## config.mk

```make
export PLATFORM = sky130hd
export DESIGN_NAME = reg_write_arbiter_flat
export DESIGN_NICKNAME = d
export VERILOG_FILES = /design/src/rtl/reg_write_arbiter_if.sv /design/src/rtl/reg_write_arbiter.sv /design/src/flat_wrapper.sv
export SDC_FILE = /design/constraint.sdc
export NUM_CORES = 1
export LEC_CHECK = 0
export CAP_MARGIN = 25
export CORE_MARGIN = 2
export CORE_UTILIZATION = 43
export CTS_CLUSTER_SIZE = 30
export DETAILED_ROUTE_END_ITERATION = 7
export PLACE_DENSITY_LB_ADDON = 0.08
export SYNTH_ARGS = -nofsm -noshare
export SYNTH_HDL_FRONTEND = slang
export SYNTH_SLANG_ARGS = --single-unit
```

## constraint.sdc

```tcl
create_clock -name clk -period 4.73 [get_ports clk]
set_input_delay 0.946 -clock clk [delete_from_list [all_inputs] [get_ports clk]]
set_output_delay 0.946 -clock clk [all_outputs]
set_load 0.02 [all_outputs]
```

## src/rtl/reg_write_arbiter_if.sv

```systemverilog
`default_nettype none
// ============================================================================
// reg_write_arbiter_if : request/grant bus between the game-logic requesters,
//                        the write arbiter and the register bank.
// Revision 1.0
// ============================================================================
interface reg_write_arbiter_if #(
    parameter int N     = 8,
    parameter int DEPTH = 4,
    parameter int ADDRW = 2
);
    logic [3:0]         req;
    logic [4*ADDRW-1:0] req_addr;
    logic [4*N-1:0]     req_data;
    logic [3:0]         grant;
    logic [3:0]         done;
    logic [DEPTH-1:0]   wr_en;
    logic [N-1:0]       wr_data;
    logic               busy;

    modport master (
        output req, req_addr, req_data,
        input  grant, done, wr_en, wr_data, busy
    );

    modport slave (
        input  req, req_addr, req_data,
        output grant, done, wr_en, wr_data, busy
    );
endinterface
`default_nettype wire

```

## src/rtl/reg_write_arbiter.sv

```systemverilog
`default_nettype none
// ============================================================================
// reg_write_arbiter : round-robin arbiter sharing the register-bank write port
//                     among four requesters (IDLE -> WRITE -> ACK per write).
// Revision 1.0
// ============================================================================
module reg_write_arbiter #(
    parameter int N     = 8,
    parameter int DEPTH = 4,
    parameter int ADDRW = 2
) (
    input wire                 clk,
    input wire                 reset,
    reg_write_arbiter_if.slave bus
);
    typedef enum logic [1:0] {
        IDLE  = 2'd0,
        WRITE = 2'd1,
        ACK   = 2'd2
    } state_t;

    state_t           r_state, w_state_nxt;
    logic [1:0]       r_ptr, w_ptr_nxt;
    logic [1:0]       r_win, w_win_nxt;
    logic [3:0]       r_grant, w_grant_nxt;
    logic [3:0]       r_done, w_done_nxt;
    logic [DEPTH-1:0] r_wr_en, w_wr_en_nxt;
    logic [N-1:0]     r_wr_data, w_wr_data_nxt;

    logic             w_found;
    logic [1:0]       w_pick;
    logic [1:0]       w_idx;
    logic [ADDRW-1:0] w_sel_addr;
    logic [N-1:0]     w_sel_data;
    logic [DEPTH-1:0] w_dec;

    // Search starts just after the last winner, so the last winner ranks lowest.
    always_comb begin
        w_found = 1'b0;
        w_pick  = r_ptr;
        w_idx   = r_ptr;
        for (int k = 1; k <= 4; k++) begin
            w_idx = r_ptr + 2'(k);
            if (!w_found && bus.req[w_idx]) begin
                w_found = 1'b1;
                w_pick  = w_idx;
            end
        end
    end

    assign w_sel_addr = bus.req_addr[int'(w_pick)*ADDRW +: ADDRW];
    assign w_sel_data = bus.req_data[int'(w_pick)*N +: N];

    // Addresses at or beyond DEPTH decode to no enable at all.
    always_comb begin
        w_dec = '0;
        for (int d = 0; d < DEPTH; d++) begin
            if (w_sel_addr == ADDRW'(d)) begin
                w_dec[d] = 1'b1;
            end
        end
    end

    // Outputs are registered, so each state computes the values seen in the next one.
    always_comb begin
        w_state_nxt   = r_state;
        w_ptr_nxt     = r_ptr;
        w_win_nxt     = r_win;
        w_grant_nxt   = '0;
        w_done_nxt    = '0;
        w_wr_en_nxt   = '0;
        w_wr_data_nxt = r_wr_data;
        case (r_state)
            IDLE: begin
                if (w_found) begin
                    w_state_nxt   = WRITE;
                    w_win_nxt     = w_pick;
                    w_grant_nxt   = 4'b0001 << w_pick;
                    w_wr_en_nxt   = w_dec;
                    w_wr_data_nxt = w_sel_data;
                end
            end
            WRITE: begin
                w_state_nxt = ACK;
                w_grant_nxt = 4'b0001 << r_win;
                w_done_nxt  = 4'b0001 << r_win;
            end
            ACK: begin
                w_state_nxt = IDLE;
                w_ptr_nxt   = r_win;
            end
            default: begin
                w_state_nxt = IDLE;
            end
        endcase
    end

    always_ff @(posedge clk) begin
        if (!reset) begin
            r_state   <= IDLE;
            r_ptr     <= 2'd3;
            r_win     <= 2'd0;
            r_grant   <= '0;
            r_done    <= '0;
            r_wr_en   <= '0;
            r_wr_data <= '0;
        end else begin
            r_state   <= w_state_nxt;
            r_ptr     <= w_ptr_nxt;
            r_win     <= w_win_nxt;
            r_grant   <= w_grant_nxt;
            r_done    <= w_done_nxt;
            r_wr_en   <= w_wr_en_nxt;
            r_wr_data <= w_wr_data_nxt;
        end
    end

    assign bus.grant   = r_grant;
    assign bus.done    = r_done;
    assign bus.wr_en   = r_wr_en;
    assign bus.wr_data = r_wr_data;
    assign bus.busy    = (r_state != IDLE);
endmodule
`default_nettype wire

```

## src/flat_wrapper.sv

```systemverilog
// flat-port wrapper written by rule: the top's interface ports become plain ports
module reg_write_arbiter_flat 
#(
    parameter int N     = 8,
    parameter int DEPTH = 4,
    parameter int ADDRW = 2
)
  (clk, reset, bus_req, bus_req_addr, bus_req_data, bus_grant, bus_done, bus_wr_en, bus_wr_data, bus_busy);
  reg_write_arbiter_if #(.N(N), .DEPTH(DEPTH), .ADDRW(ADDRW)) bus_i ();
  input wire clk;
  input wire reset;
  input wire logic [$bits(bus_i.req)-1:0] bus_req;
  input wire logic [$bits(bus_i.req_addr)-1:0] bus_req_addr;
  input wire logic [$bits(bus_i.req_data)-1:0] bus_req_data;
  output wire logic [$bits(bus_i.grant)-1:0] bus_grant;
  output wire logic [$bits(bus_i.done)-1:0] bus_done;
  output wire logic [$bits(bus_i.wr_en)-1:0] bus_wr_en;
  output wire logic [$bits(bus_i.wr_data)-1:0] bus_wr_data;
  output wire logic [$bits(bus_i.busy)-1:0] bus_busy;
  assign bus_i.req = bus_req;
  assign bus_i.req_addr = bus_req_addr;
  assign bus_i.req_data = bus_req_data;
  assign bus_grant = bus_i.grant;
  assign bus_done = bus_i.done;
  assign bus_wr_en = bus_i.wr_en;
  assign bus_wr_data = bus_i.wr_data;
  assign bus_busy = bus_i.busy;
  reg_write_arbiter #(.N(N), .DEPTH(DEPTH), .ADDRW(ADDRW)) u_core (.clk(clk), .reset(reset), .bus(bus_i));
endmodule
```

* Word level (Yosys, flattened, before mapping)
Index checks and enable logic that the tools add are counted.
** Word-level totals
- Logic and storage cells :: 60
- Bits in registers :: 26
- Bits of input ports :: 46
** Operators by class
- Mux-type cells :: 24
- Equality and inequality tests :: 6
- Add/sub/neg operators :: 3
- Reductions and logical operators :: 12
- Magnitude comparators :: 4
- Shift-type cells :: 4
** Operators with widths (number)
- variable part select 32 x 6 -> 8 bit :: 1
- less-than comparator 2 x 3 -> 1 bit (second input constant) :: 4
- 2-to-1 mux 1 bit :: 12
- 2-to-1 mux 2 bit :: 5
- binary-select mux 1 bit (select 2 bit) :: 4
- case mux 4 bit (2 select lines) :: 1
- variable part select 8 x 4 -> 2 bit :: 1
- << shifter 1 x 2 -> 4 bit (first input constant) :: 2
- equality test 2 bit (second input constant) :: 3
- adder 2 bit (second input constant) :: 2
- equality test 2 x 1 -> 1 bit (second input constant) :: 2
- zero test 2 bit :: 2
- 2-to-1 mux 4 bit :: 1
- case mux 2 bit (2 select lines) :: 1
- AND reduction 2 bit :: 2
- logical AND 1 bit :: 3
- zero test 1 bit :: 3
- AND reduction 3 bit :: 1
- adder 2 x 1 -> 2 bit (second input constant) :: 1
- inequality test 2 x 1 -> 1 bit (second input constant) :: 1
- nonzero test 2 bit :: 1

* Longest topological paths before layout
- Word-level depth :: 16
- Depth in mapped cells :: 7
- Gate-level depth less buffers :: 5

* Least setup slack after synthesis
OpenSTA, ideal clock, no wires.
- Path kind :: input-to-reg
- Start point :: input bus_req[3]
- End point :: register u_core.r_wr_data[1] (netlist: u_core.bus.wr_data[1])
- Library setup time :: 0.122 ns
- Stages on the path :: 6
- Path slack :: 2.291 ns
- Data required time :: 4.608 ns
- Data arrival time :: 2.317 ns
- Path through :: mux2i_1 -> nor2_2 -> nor3_2 -> buf_2 -> mux2_1 -> a221o_1
** On the way
- Longest elaborated chain between the ends :: 13
- Elaborated cells on any way between the ends :: 24
- Those cells by class :: 1 x shift; 16 x mux; 7 x reduce/logical
** Ends and longest elaborated chain
- start, declared :: line flat_wrapper.sv:12 : input wire logic [$bits(bus_i.req)-1:0] bus_req;
- binary-select mux 1 bit (select 2 bit) :: line reg_write_arbiter.sv:44 : if (!w_found && bus.req[w_idx]) begin
- 2-to-1 mux 1 bit (implied by the code) :: line reg_write_arbiter.sv:44
- 2-to-1 mux 1 bit :: line reg_write_arbiter.sv:44
- zero test 1 bit :: line reg_write_arbiter.sv:44
- logical AND 1 bit :: line reg_write_arbiter.sv:44
- 2-to-1 mux 1 bit :: line reg_write_arbiter.sv:44
- zero test 1 bit :: line reg_write_arbiter.sv:44
- logical AND 1 bit :: line reg_write_arbiter.sv:44
- 2-to-1 mux 1 bit :: line reg_write_arbiter.sv:44
- zero test 1 bit :: line reg_write_arbiter.sv:44
- logical AND 1 bit :: line reg_write_arbiter.sv:44
- 2-to-1 mux 2 bit / 2-to-1 mux 1 bit (equally long branches) :: line reg_write_arbiter.sv:44
- variable part select 32 x 6 -> 8 bit / AND reduction 2 bit (equally long branches)
- end signal, assigned :: line reg_write_arbiter.sv:114 : r_wr_data <= w_wr_data_nxt;
- end, declared :: line reg_write_arbiter.sv:28 : logic [N-1:0] r_wr_data, w_wr_data_nxt;
Parallel ways exist; a longest one is shown, timed or not. The select of a mux whose other input is x is not followed.
A chain may end at the register's enable or synchronous reset.

* Worst setup path in the final report
- Start point :: input bus_req[0]
- End point :: register u_core.r_wr_en[3] (netlist: u_core.bus.wr_en[3])
** On the way
- Longest elaborated chain between the ends :: 15
- Elaborated cells on any way between the ends :: 26
- Those cells by class :: 1 x eq/ne; 1 x shift; 17 x mux; 7 x reduce/logical
** Ends and longest elaborated chain
- binary-select mux 1 bit (select 2 bit) :: line reg_write_arbiter.sv:44
- 2-to-1 mux 1 bit (implied by the code) :: line reg_write_arbiter.sv:44
- 2-to-1 mux 1 bit :: line reg_write_arbiter.sv:44
- zero test 1 bit :: line reg_write_arbiter.sv:44
- logical AND 1 bit :: line reg_write_arbiter.sv:44
- 2-to-1 mux 1 bit :: line reg_write_arbiter.sv:44
- zero test 1 bit :: line reg_write_arbiter.sv:44
- logical AND 1 bit :: line reg_write_arbiter.sv:44
- 2-to-1 mux 1 bit :: line reg_write_arbiter.sv:44
- zero test 1 bit :: line reg_write_arbiter.sv:44
- logical AND 1 bit :: line reg_write_arbiter.sv:44
- 2-to-1 mux 2 bit :: line reg_write_arbiter.sv:44
- variable part select 8 x 4 -> 2 bit :: line reg_write_arbiter.sv:51 : assign w_sel_addr = bus.req_addr[int'(w_pick)*ADDRW +: ADDRW];
- equality test 2 bit :: line reg_write_arbiter.sv:58 : if (w_sel_addr == ADDRW'(d)) begin
- 2-to-1 mux 1 bit :: line reg_write_arbiter.sv:58
- end signal, assigned :: line reg_write_arbiter.sv:113 : r_wr_en <= w_wr_en_nxt;
- end, declared :: line reg_write_arbiter.sv:27 : logic [DEPTH-1:0] r_wr_en, w_wr_en_nxt;
Parallel ways exist; a longest one is shown, timed or not. The select of a mux whose other input is x is not followed.

==> flow_summary_export.csv <==
group,metric,value,unit
floorplanning,rows,20,
clock_tree,clk_latency,0.33,ns
floorplanning,pin_count,67,
layout,diodes,0,
global_route,first_global_vias,1204,
clock_tree,cts_inserted_buffers,3,
layout,fillCellCount,244,
sta,hold_violations,0,
sta,hold_ws,0.593,ns
sta,setup_viol,0,
floorplanning,die_height,59.5,um
layout,finalNetCount,238,
global_route,grt_pass1_wl,5310,um
critical_path,end_kind,"flip-flop",
synth,avgSynthCellArea,10.4,um2
floorplanning,dieArea,3540,um2
clock_tree,hold_buffers,0,
synth,synth_warnings,0,
floorplanning,core,3000,um2
clock_tree,clock_sinks,26,
pwr,intPower,0.436,mW
layout,final_cells,224,
synth,syn-num-nets,174,
job,cap_violations,0,
clock_tree,root_buffer,"clkbuf_4",
pwr,swShare,27.7,%
synth,synth-async-reset-ratio,0,%
sta,slew_violations,0,
synth,syn_area,1330,um2
route,drc,0,
route,wl_per_cell,15.0,um
layout,mostFrequentLayoutCells,"clkdlybuf4s50_1, dfxtp_1, mux2_1",
route,first_iter_violations,80,
route,vias,1226,
critical_path,worstPathMaxFanout,22,
pwr,sequentialPowerShare,42.6,%
global_route,gr-total-overflow,0,
critical_path,critPathLaunchType,"input port",
layout,mostFrequentLayoutCell,"clkdlybuf4s50_1",
floorplanning,start_util,44.2,%
global_route,grt_max_degree,23,
pwr,p_sw,0.167,mW
sta,relSlewSlack,63.9,%
route,via_per_inst,5.47,
synth,ys_types,37,
synth,synthCells,128,
sta,tightest_slew,0.539,ns
sta,post-route-min-period,2.69,ns
synth,synth_enable_flop_cells,0,
min_path,holdCritPathClass,"reg -> reg",
route,first_pass_iters,4,
route,finalWirelength,3370,um
placed_design,detailed_place_hpwl,2520,um
critical_path,criticalPathCategory,"in -> reg",
clock_tree,post_cts_buffers,0,
floorplanning,die_w,59.5,um
layout,drive_above_1_share,7.33,%
placed_design,gp_congestion,0.787,
placed_design,dp.cells,220,
sta,fin_worst_skew,0.00189,ns
pwr,combPwrFrac,32.1,%
clock_tree,clockBufferDepth,2,
sta,setup_tns,0,ns
placed_design,io_buffers,66,
layout,syn2layout_area_growth,54.1,%
clock_tree,h-tree-depth,1,
run_status,run_status,"finished, final reports clean",
pwr,power.leakage,0.799,nW
pwr,clock_power_share,25.4,%
synth,ys_seq_elements,26,
critical_path,worstPathRequired,4.96,ns
global_route,grt_antenna_before_repair,0,
clock_tree,clk_pin_slew,0.14,ns
pwr,ir_drop,0.000160,V
synth,synthFlopType,"dfxtp_1",
sta,finalCritPeriodShare,56.8,%
clock_tree,tritoncts,"yes",
sta,fmax,372,MHz
pwr,powerDensity,295,nW/um2
route,ant_nets,0,
global_route,grt_usage,20.3,%
clock_tree,cts.repair.resized,0,
sta,rsz0062_at_grt,"no",
synth,synth_seq_area_share,39.2,%
critical_path,crit_arrival,2.91,ns
worst max-delay path: stages:
cell             delay (ns)
clkdlybuf4s50_1        0.52
nand2b_1               0.14
a21oi_2                0.10
nor3_2                 0.18
buf_4                  0.30
mux4_2                 0.59
a21boi_1               0.15
through the flow:
stage               total power [mW]  util [%]  setup slack, ns  instance area [um2]
global placement               0.451      66.3             1.74                 1990
floorplan                      0.366         -             2.29                 1330
finish                         0.603      68.0             2.04                 2040
detailed placement             0.454      66.3             1.70                 1990
CTS                            0.608      68.0             2.05                 2040
global route                   0.631      68.0             1.89                 2040
area by class of cell:
type,count,area [um2],share of cell area (%)
multi-input cells,92,753,36.9
repair buffers,67,668,32.7
inverters,2,7.51,0.367
flip-flops and latches,26,520,25.5
well taps,33,41.3,2.02
clock inverters,1,30.0,1.47
clock buffers,3,22.5,1.10
routing by layer:
layer  GRT usage [%]  vias up  share of wire [%]
met3            3.71        6                6.1
li1                -      607                  -
met2            35.0       46                 49
met1            24.0      567                 43
met4            9.84        0                2.2
met5               0        -                  0
synthesized netlist by cell type, types with 4 or more instances:
library cell  instances  area share [%]
a21oi_1               5             1.9
a221o_1               8             6.0
and3_1               10             4.7
dfxtp_1              26              39
mux2_1               15              13
nand2_1               4             1.1
nand2b_1              5             2.4
nand3b_1              4             2.3
state kept, by name, summed over array words and instances, names as in the netlist:
| signal | flops |
|---|---|
| u_core.bus.wr_data | 8 |
| u_core.r_state | 2 |
| u_core.bus.grant | 4 |
| u_core.r_win | 2 |
| u_core.bus.done | 4 |
| u_core.bus.wr_en | 4 |
| u_core.r_ptr | 2 |
power groups by stage:
stage | clock network (mW) | logic [mW] | registers (mW)
3_3_place_gp | 0 | 0.190 | 0.260
6_report | 0.153 | 0.194 | 0.257
3_5_place_dp | 0 | 0.193 | 0.261
5_1_grt | 0.164 | 0.207 | 0.260
2_1_floorplan | 0 | 0.0906 | 0.276
4_1_cts | 0.157 | 0.194 | 0.256
worst paths after layout:
kind,from,to,slack [ns],cells after the start
worst min register to register,u_core.r_state[0],u_core.bus.grant[2],0.59,2
worst min-delay path,u_core.r_state[0],u_core.bus.grant[2],0.59,2
worst max register to register,u_core.r_ptr[1],u_core.bus.wr_en[3],2.63,6
worst max-delay path,bus_req[0],u_core.bus.wr_en[3],2.04,7
cells by family after synthesis:
| family | count (synthesis) | share of synthesized area, % |
|---|---|---|
| compound gates | 26 | 16.0 |
| buf+inv | 10 | 3.96 |
| flops | 26 | 39.2 |
| mux | 20 | 17.5 |
| simple gates | 46 | 23.2 |
(Power assumes the default switching activity.)
